[src/rtl/systolic_array_nxn_if.sv]
// systolic_array_nxn_if: job control, operand stream and result drain of systolic_array_nxn
interface systolic_array_nxn_if #(
  parameter int N  = 2,
  parameter int DW = 16,
  parameter int AW = 32,
  parameter int KW = 8
);
  localparam int IW = N > 1 ? $clog2(N) : 1;
  logic            start;
  logic [KW-1:0]   k_len;
  logic            in_valid;
  logic            in_ready;
  logic [N*DW-1:0] a_col;
  logic [N*DW-1:0] b_row;
  logic            busy;
  logic            out_valid;
  logic [IW-1:0]   out_idx;
  logic [N*AW-1:0] out_row;
  logic            done;
  modport master (
    output start, k_len, in_valid, a_col, b_row,
    input  in_ready, busy, out_valid, out_idx, out_row, done
  );
  modport slave (
    input  start, k_len, in_valid, a_col, b_row,
    output in_ready, busy, out_valid, out_idx, out_row, done
  );
endinterface

[src/rtl/systolic_array_nxn.sv]
// systolic_array_nxn: N x N output-stationary signed matrix multiplier with input skew and row-per-cycle drain
module systolic_array_nxn #(
  parameter int N  = 2,
  parameter int DW = 16,
  parameter int AW = 32,
  parameter int KW = 8
) (
  input logic                 clk,
  input logic                 reset,
  systolic_array_nxn_if.slave bus
);
  localparam int IW = N > 1 ? $clog2(N) : 1;
  localparam int CW = KW > IW + 1 ? KW : IW + 1;
  localparam int PW = 2 * DW;
  typedef enum logic [1:0] {IDLE, FEED, FLUSH, DRAIN} state_t;
  state_t state_q, state_d;
  logic [CW-1:0] cnt_q, cnt_d;
  logic [KW-1:0] k_q, k_d;
  logic in_ready_q, busy_q, out_valid_q, done_q;
  logic [IW-1:0] out_idx_q, out_idx_d;
  logic [N*AW-1:0] out_row_q, out_row_d;
  logic clr, feed;
  logic signed [DW-1:0] a_sk_q [N][N], a_sk_d [N][N], b_sk_q [N][N], b_sk_d [N][N];
  logic signed [DW-1:0] a_q [N][N], a_d [N][N], b_q [N][N], b_d [N][N];
  logic signed [AW-1:0] acc_q [N][N], acc_d [N][N];
  assign clr  = state_q == IDLE && bus.start;
  assign feed = state_q == FEED && bus.in_valid;
  assign bus.in_ready  = in_ready_q;
  assign bus.busy      = busy_q;
  assign bus.out_valid = out_valid_q;
  assign bus.out_idx   = out_idx_q;
  assign bus.out_row   = out_row_q;
  assign bus.done      = done_q;
  always_comb begin
    a_sk_d = '{default: '0};
    b_sk_d = '{default: '0};
    a_d    = '{default: '0};
    b_d    = '{default: '0};
    acc_d  = '{default: '0};
    for (int i = 0; i < N; i++) begin
      a_sk_d[i][0] = feed ? bus.a_col[i*DW +: DW] : '0;
      b_sk_d[i][0] = feed ? bus.b_row[i*DW +: DW] : '0;
      for (int s = 1; s < N; s++) begin
        a_sk_d[i][s] = a_sk_q[i][s-1];
        b_sk_d[i][s] = b_sk_q[i][s-1];
      end
      a_d[i][0] = a_sk_d[i][i];
      b_d[0][i] = b_sk_d[i][i];
      for (int s = 1; s < N; s++) begin
        a_d[i][s] = a_q[i][s-1];
        b_d[s][i] = b_q[s-1][i];
      end
    end
    for (int i = 0; i < N; i++)
      for (int j = 0; j < N; j++)
        acc_d[i][j] = acc_q[i][j] + AW'(PW'(a_d[i][j]) * PW'(b_d[i][j]));
  end
  always_comb begin
    state_d = state_q;
    cnt_d   = cnt_q;
    k_d     = k_q;
    case (state_q)
      IDLE: begin
        state_d = bus.start ? (bus.k_len == '0 ? DRAIN : FEED) : IDLE;
        k_d     = bus.start ? bus.k_len : k_q;
        cnt_d   = '0;
      end
      FEED: if (bus.in_valid) begin
        state_d = cnt_q + 1'b1 == CW'(k_q) ? (N == 1 ? DRAIN : FLUSH) : FEED;
        cnt_d   = state_d == FEED ? cnt_q + 1'b1 : '0;
      end
      FLUSH: begin
        state_d = cnt_q == CW'(2 * N - 3) ? DRAIN : FLUSH;
        cnt_d   = state_d == FLUSH ? cnt_q + 1'b1 : '0;
      end
      default: begin
        state_d = cnt_q == CW'(N - 1) ? IDLE : DRAIN;
        cnt_d   = cnt_q + 1'b1;
      end
    endcase
    out_idx_d = state_d == DRAIN ? IW'(cnt_d) : '0;
    out_row_d = '0;
    for (int j = 0; j < N; j++)
      out_row_d[j*AW +: AW] = state_d == DRAIN && !clr ? acc_d[out_idx_d][j] : '0;
  end
  always_ff @(posedge clk) begin
    if (reset) begin
      state_q     <= IDLE;
      cnt_q       <= '0;
      k_q         <= '0;
      in_ready_q  <= 1'b0;
      busy_q      <= 1'b0;
      out_valid_q <= 1'b0;
      out_idx_q   <= '0;
      out_row_q   <= '0;
      done_q      <= 1'b0;
    end else begin
      state_q     <= state_d;
      cnt_q       <= cnt_d;
      k_q         <= k_d;
      in_ready_q  <= state_d == FEED;
      busy_q      <= state_d != IDLE;
      out_valid_q <= state_d == DRAIN;
      out_idx_q   <= out_idx_d;
      out_row_q   <= out_row_d;
      done_q      <= state_q == DRAIN && state_d == IDLE;
    end
  end
  always_ff @(posedge clk) begin
    if (reset || clr) begin
      a_sk_q <= '{default: '0};
      b_sk_q <= '{default: '0};
      a_q    <= '{default: '0};
      b_q    <= '{default: '0};
      acc_q  <= '{default: '0};
    end else begin
      a_sk_q <= a_sk_d;
      b_sk_q <= b_sk_d;
      a_q    <= a_d;
      b_q    <= b_d;
      acc_q  <= acc_d;
    end
  end
endmodule

[src/flat_wrapper.sv]
// flat-port wrapper written by rule: the top's interface ports become plain ports
module systolic_array_nxn_flat 
#(
  parameter int N  = 2,
  parameter int DW = 16,
  parameter int AW = 32,
  parameter int KW = 8
)
  (clk, reset, bus_start, bus_k_len, bus_in_valid, bus_a_col, bus_b_row, bus_in_ready, bus_busy, bus_out_valid, bus_out_idx, bus_out_row, bus_done);
  systolic_array_nxn_if #(.N(N), .DW(DW), .AW(AW), .KW(KW)) bus_i ();
  input logic clk;
  input logic reset;
  input wire logic [$bits(bus_i.start)-1:0] bus_start;
  input wire logic [$bits(bus_i.k_len)-1:0] bus_k_len;
  input wire logic [$bits(bus_i.in_valid)-1:0] bus_in_valid;
  input wire logic [$bits(bus_i.a_col)-1:0] bus_a_col;
  input wire logic [$bits(bus_i.b_row)-1:0] bus_b_row;
  output wire logic [$bits(bus_i.in_ready)-1:0] bus_in_ready;
  output wire logic [$bits(bus_i.busy)-1:0] bus_busy;
  output wire logic [$bits(bus_i.out_valid)-1:0] bus_out_valid;
  output wire logic [$bits(bus_i.out_idx)-1:0] bus_out_idx;
  output wire logic [$bits(bus_i.out_row)-1:0] bus_out_row;
  output wire logic [$bits(bus_i.done)-1:0] bus_done;
  assign bus_i.start = bus_start;
  assign bus_i.k_len = bus_k_len;
  assign bus_i.in_valid = bus_in_valid;
  assign bus_i.a_col = bus_a_col;
  assign bus_i.b_row = bus_b_row;
  assign bus_in_ready = bus_i.in_ready;
  assign bus_busy = bus_i.busy;
  assign bus_out_valid = bus_i.out_valid;
  assign bus_out_idx = bus_i.out_idx;
  assign bus_out_row = bus_i.out_row;
  assign bus_done = bus_i.done;
  systolic_array_nxn #(.N(N), .DW(DW), .AW(AW), .KW(KW)) u_core (.clk(clk), .reset(reset), .bus(bus_i));
endmodule
[config.mk]
export PLATFORM = sky130hd
export DESIGN_NAME = systolic_array_nxn_flat
export DESIGN_NICKNAME = d
export VERILOG_FILES = /design/src/rtl/systolic_array_nxn_if.sv /design/src/rtl/systolic_array_nxn.sv /design/src/flat_wrapper.sv
export SDC_FILE = /design/constraint.sdc
export NUM_CORES = 2
export LEC_CHECK = 0
export CORE_MARGIN = 5
export CORE_UTILIZATION = 65
export CTS_CLUSTER_DIAMETER = 100
export DETAILED_ROUTE_END_ITERATION = 8
export GPL_TIMING_DRIVEN = 0
export HOLD_SLACK_MARGIN = 0.02
export PLACE_DENSITY_LB_ADDON = 0.25
export SYNTH_ARGS = -nofsm -noshare
export SYNTH_HDL_FRONTEND = slang
export SYNTH_SLANG_ARGS = --single-unit
export TNS_END_PERCENT = 10
[constraint.sdc]
create_clock -name clk -period 10.86 [get_ports clk]
set_input_delay 2.715 -clock clk [delete_from_list [all_inputs] [get_ports clk]]
set_output_delay 2.715 -clock clk [all_outputs]
set_load 0.01 [all_outputs]
==> flow_summary.toml <==
[outcome]
status = "completed"

[grt]
track_usage = 0.361
gr-usage-met3 = 0.0939
grt_pass1_vias = 43064
use_met2 = 0.578
top_usage_layer = "met2"
grt-ovfl-total = 0
grt_max_degree = 17
grt_pass1_wl_um = 237000
grt_use_met1 = 0.448
grt_antenna_before_repair = 6

[critical_path]
critPathMaxFanout = 10
crit_required_ns = 11.27
worstPathArrival_ns = 10.94
cpMostUsedCell = "fa_1"
reg2reg_slack_ns = 2.32
end_kind = "flop"
critPathSlowestCell = "fa_1"
cpPeakStageDelay_ns = 0.60
setup.worst_path.class = "primary input to flop"
startpoint_type = "primary input"
path_cells = "clkdlybuf4s50_1 -> and3b_1 -> clkbuf_2 -> clkbuf_1 -> and3_1 -> fa_1 -> inv_1 -> fa_1 -> fa_1 -> inv_1 -> fa_1 -> fa_1 -> inv_1 -> fa_1 -> inv_1 -> ha_1 -> nand2_1 -> o31ai_1 -> a31oi_1 -> or3_1 -> a31oi_1 -> mux2i_1 -> nand3_1"

[sta]
final.setup_skew_ns = 0.0464
hold_ws_ns = 0.466
maxSlewHeadroom = 0.325
max_freq_mhz = 94.9
drv_slew = 0
final_hold_viol_count = 0
rsz0062_at_grt = "no"
setup_viol = 0
finalCritPeriodShare = 0.970
worstMarginPinSlew_ns = 1.01
fin_crit_ns = 10.53

[synth]
yosysSeqAreaShare = 0.120
mappedNetlistArea_um2 = 52100
synth-edff-count = 0
avgSynthCellArea_um2 = 9.43
yosysWarnings = 0
ys_types = 70
synthArstFlopShare = 0
synth-seq-cells = 311
syn-num-nets = 7162
netlist_instances = 5524
ys.flop_type = "dfxtp_1"

[clock_tree]
clock_path_buffers = 3
root_buffer = "clkbuf_16"
insertion_delay_ns = 0.62
cts_buffers = 40
clock-sinks = 311
cts_tree = "yes"
post_cts_buffers = 0
hold_buffers = 0
clk_pin_slew_ns = 0.06
cts_resized = 1
cts_htree_levels = 2

[finish]
utilization = 0.711
fill_cells = 6067
multi_input_area_um2 = 40400
syn2layout_area_growth_pct = 8.12
fin_nets = 7344
final_cell_mix = "inv_1, fa_1, nand2_1"
drive_gt1_frac = 0.0178
final_common_cell = "inv_1"
regArea_um2 = 6230

[pwr]
p_leak_uw = 0.0280
p_total_uw = 4380
powerDensity_nw_per_um2 = 77.8
ir_drop_mv = 0.222

[hold_path]
hold_class = "flop to flop"

[drt]
vias = 39426
drc = 0
ant_nets = 0
drtIter0Drc = 3215
wl_um = 150000
wl_per_cell_um = 22.1
via_per_inst = 5.80
drtPass1Iterations = 8

[placed_design]
port_buffers = 143
gp_congestion = 1.00
post-dp-hpwl_um = 124000

[run]
cap_violations = 0

[die]
initial_utilization = 0.657
core_um2 = 79300
io_pins = 145
fp.dieH_um = 293
num_rows = 103
die_area_um2 = 85900
chipWidth_um = 293
[stage by stage]
step / cells / instance area (µm²) / setup TNS, ns / setup slack [ns]
finish: 6793 / 56300 / 0 / 0.328
global placement: 6717 / 54800 / -6.70 / -0.733
floorplan: 5524 / 52100 / 0 / 1.70
detailed placement: 6717 / 54800 / -6.71 / -0.775
global route: 6787 / 56300 / 0 / 0.0407
CTS: 6790 / 56300 / 0 / 0.330
[sequential cells by signal, indices dropped and copies added (netlist names)]
signal / count
u_core.a_d: 48
u_core.k_q: 8
u_core.bus.done: 1
u_core.b_d: 48
u_core.cnt_q: 8
u_core.acc_q: 128
u_core.bus.in_ready: 1
u_core.state_q: 2
u_core.bus.out_idx: 1
u_core.bus.busy: 1
u_core.bus.out_row: 64
u_core.bus.out_valid: 1
[synth_stat cells (9+ instances only)]
library cell	instances	share of area
nand4_1	9	0.0011
and3_1	212	0.025
nand2b_1	44	0.0053
nand2_1	639	0.046
nor2_1	191	0.014
a21oi_1	126	0.012
nor4_1	10	0.0012
a31oi_1	15	0.0018
ha_1	394	0.095
fa_1	1168	0.45
o22ai_1	10	0.0012
xor2_1	46	0.0077
dfxtp_1	311	0.12
and2_1	423	0.051
nor3_1	19	0.0018
or2_2	9	0.0011
clkbuf_1	203	0.015
o21ai_0	63	0.0061
a211oi_1	17	0.0024
nand3_1	43	0.0041
o31ai_1	11	0.0016
buf_2	9	0.00086
or3_1	17	0.0020
o21a_1	15	0.0022
a21o_1	55	0.0079
inv_1	1252	0.090
xnor2_1	115	0.019
[critical path, delay by kind of cell]
family	cells	cell delay [ns]
adder cells (fa/ha/maj)	7	3.13
buffers and inverters	7	1.90
AND/OR/NAND/NOR	5	1.53
AO/OA/AOI/OAI	3	1.20
multiplexers	1	0.46
[final timing paths]
path	start	end	cells past startpoint
max	bus_in_valid	u_core.bus.out_row[30]	23
min	u_core.k_q[4]	u_core.k_q[4]	2
max reg2reg	u_core.state_q[0]	u_core.bus.out_row[30]	23
min reg2reg	u_core.k_q[4]	u_core.k_q[4]	2
[area by class of cell]
type	count	share of cell area
antenna	6	0.000267
buffer	210	0.0144
clock buffer	48	0.0194
inverter	1252	0.0834
timing repair buffer	143	0.0254
multi-input combinational	3748	0.716
sequential	311	0.111
clock inverter	25	0.00689
tap	1050	0.0233
[layer usage]
metal | routed length [µm] | vias to the layer above
li1 | - | 16862
met2 | 69300 | 2120
met5 | 24 | -
met3 | 15900 | 617
met4 | 11400 | 4
met1 | 53400 | 19823
[report_power, final]
group / switching (µW) / internal (µW)
sequential: 43.3 / 1190
clock: 601 / 919
combinational: 1010 / 615
[kinds of logic (layout without fill, tap and decap cells)]
| kind of cell | Yosys count | after routing | synth area share |
|---|---|---|---|
| simple gates | 1641 | 1641 | 0.156 |
| mux | 4 | 4 | 0.000793 |
| xor+xnor | 161 | 161 | 0.0271 |
| buf+inv | 1465 | 1678 | 0.106 |
| flops | 311 | 311 | 0.120 |
| compound gates | 380 | 380 | 0.0468 |
| fa+ha+maj | 1562 | 1562 | 0.543 |
| other cells | 0 | 6 | 0 |
Note: power is estimated with default switching activity, not from simulation.
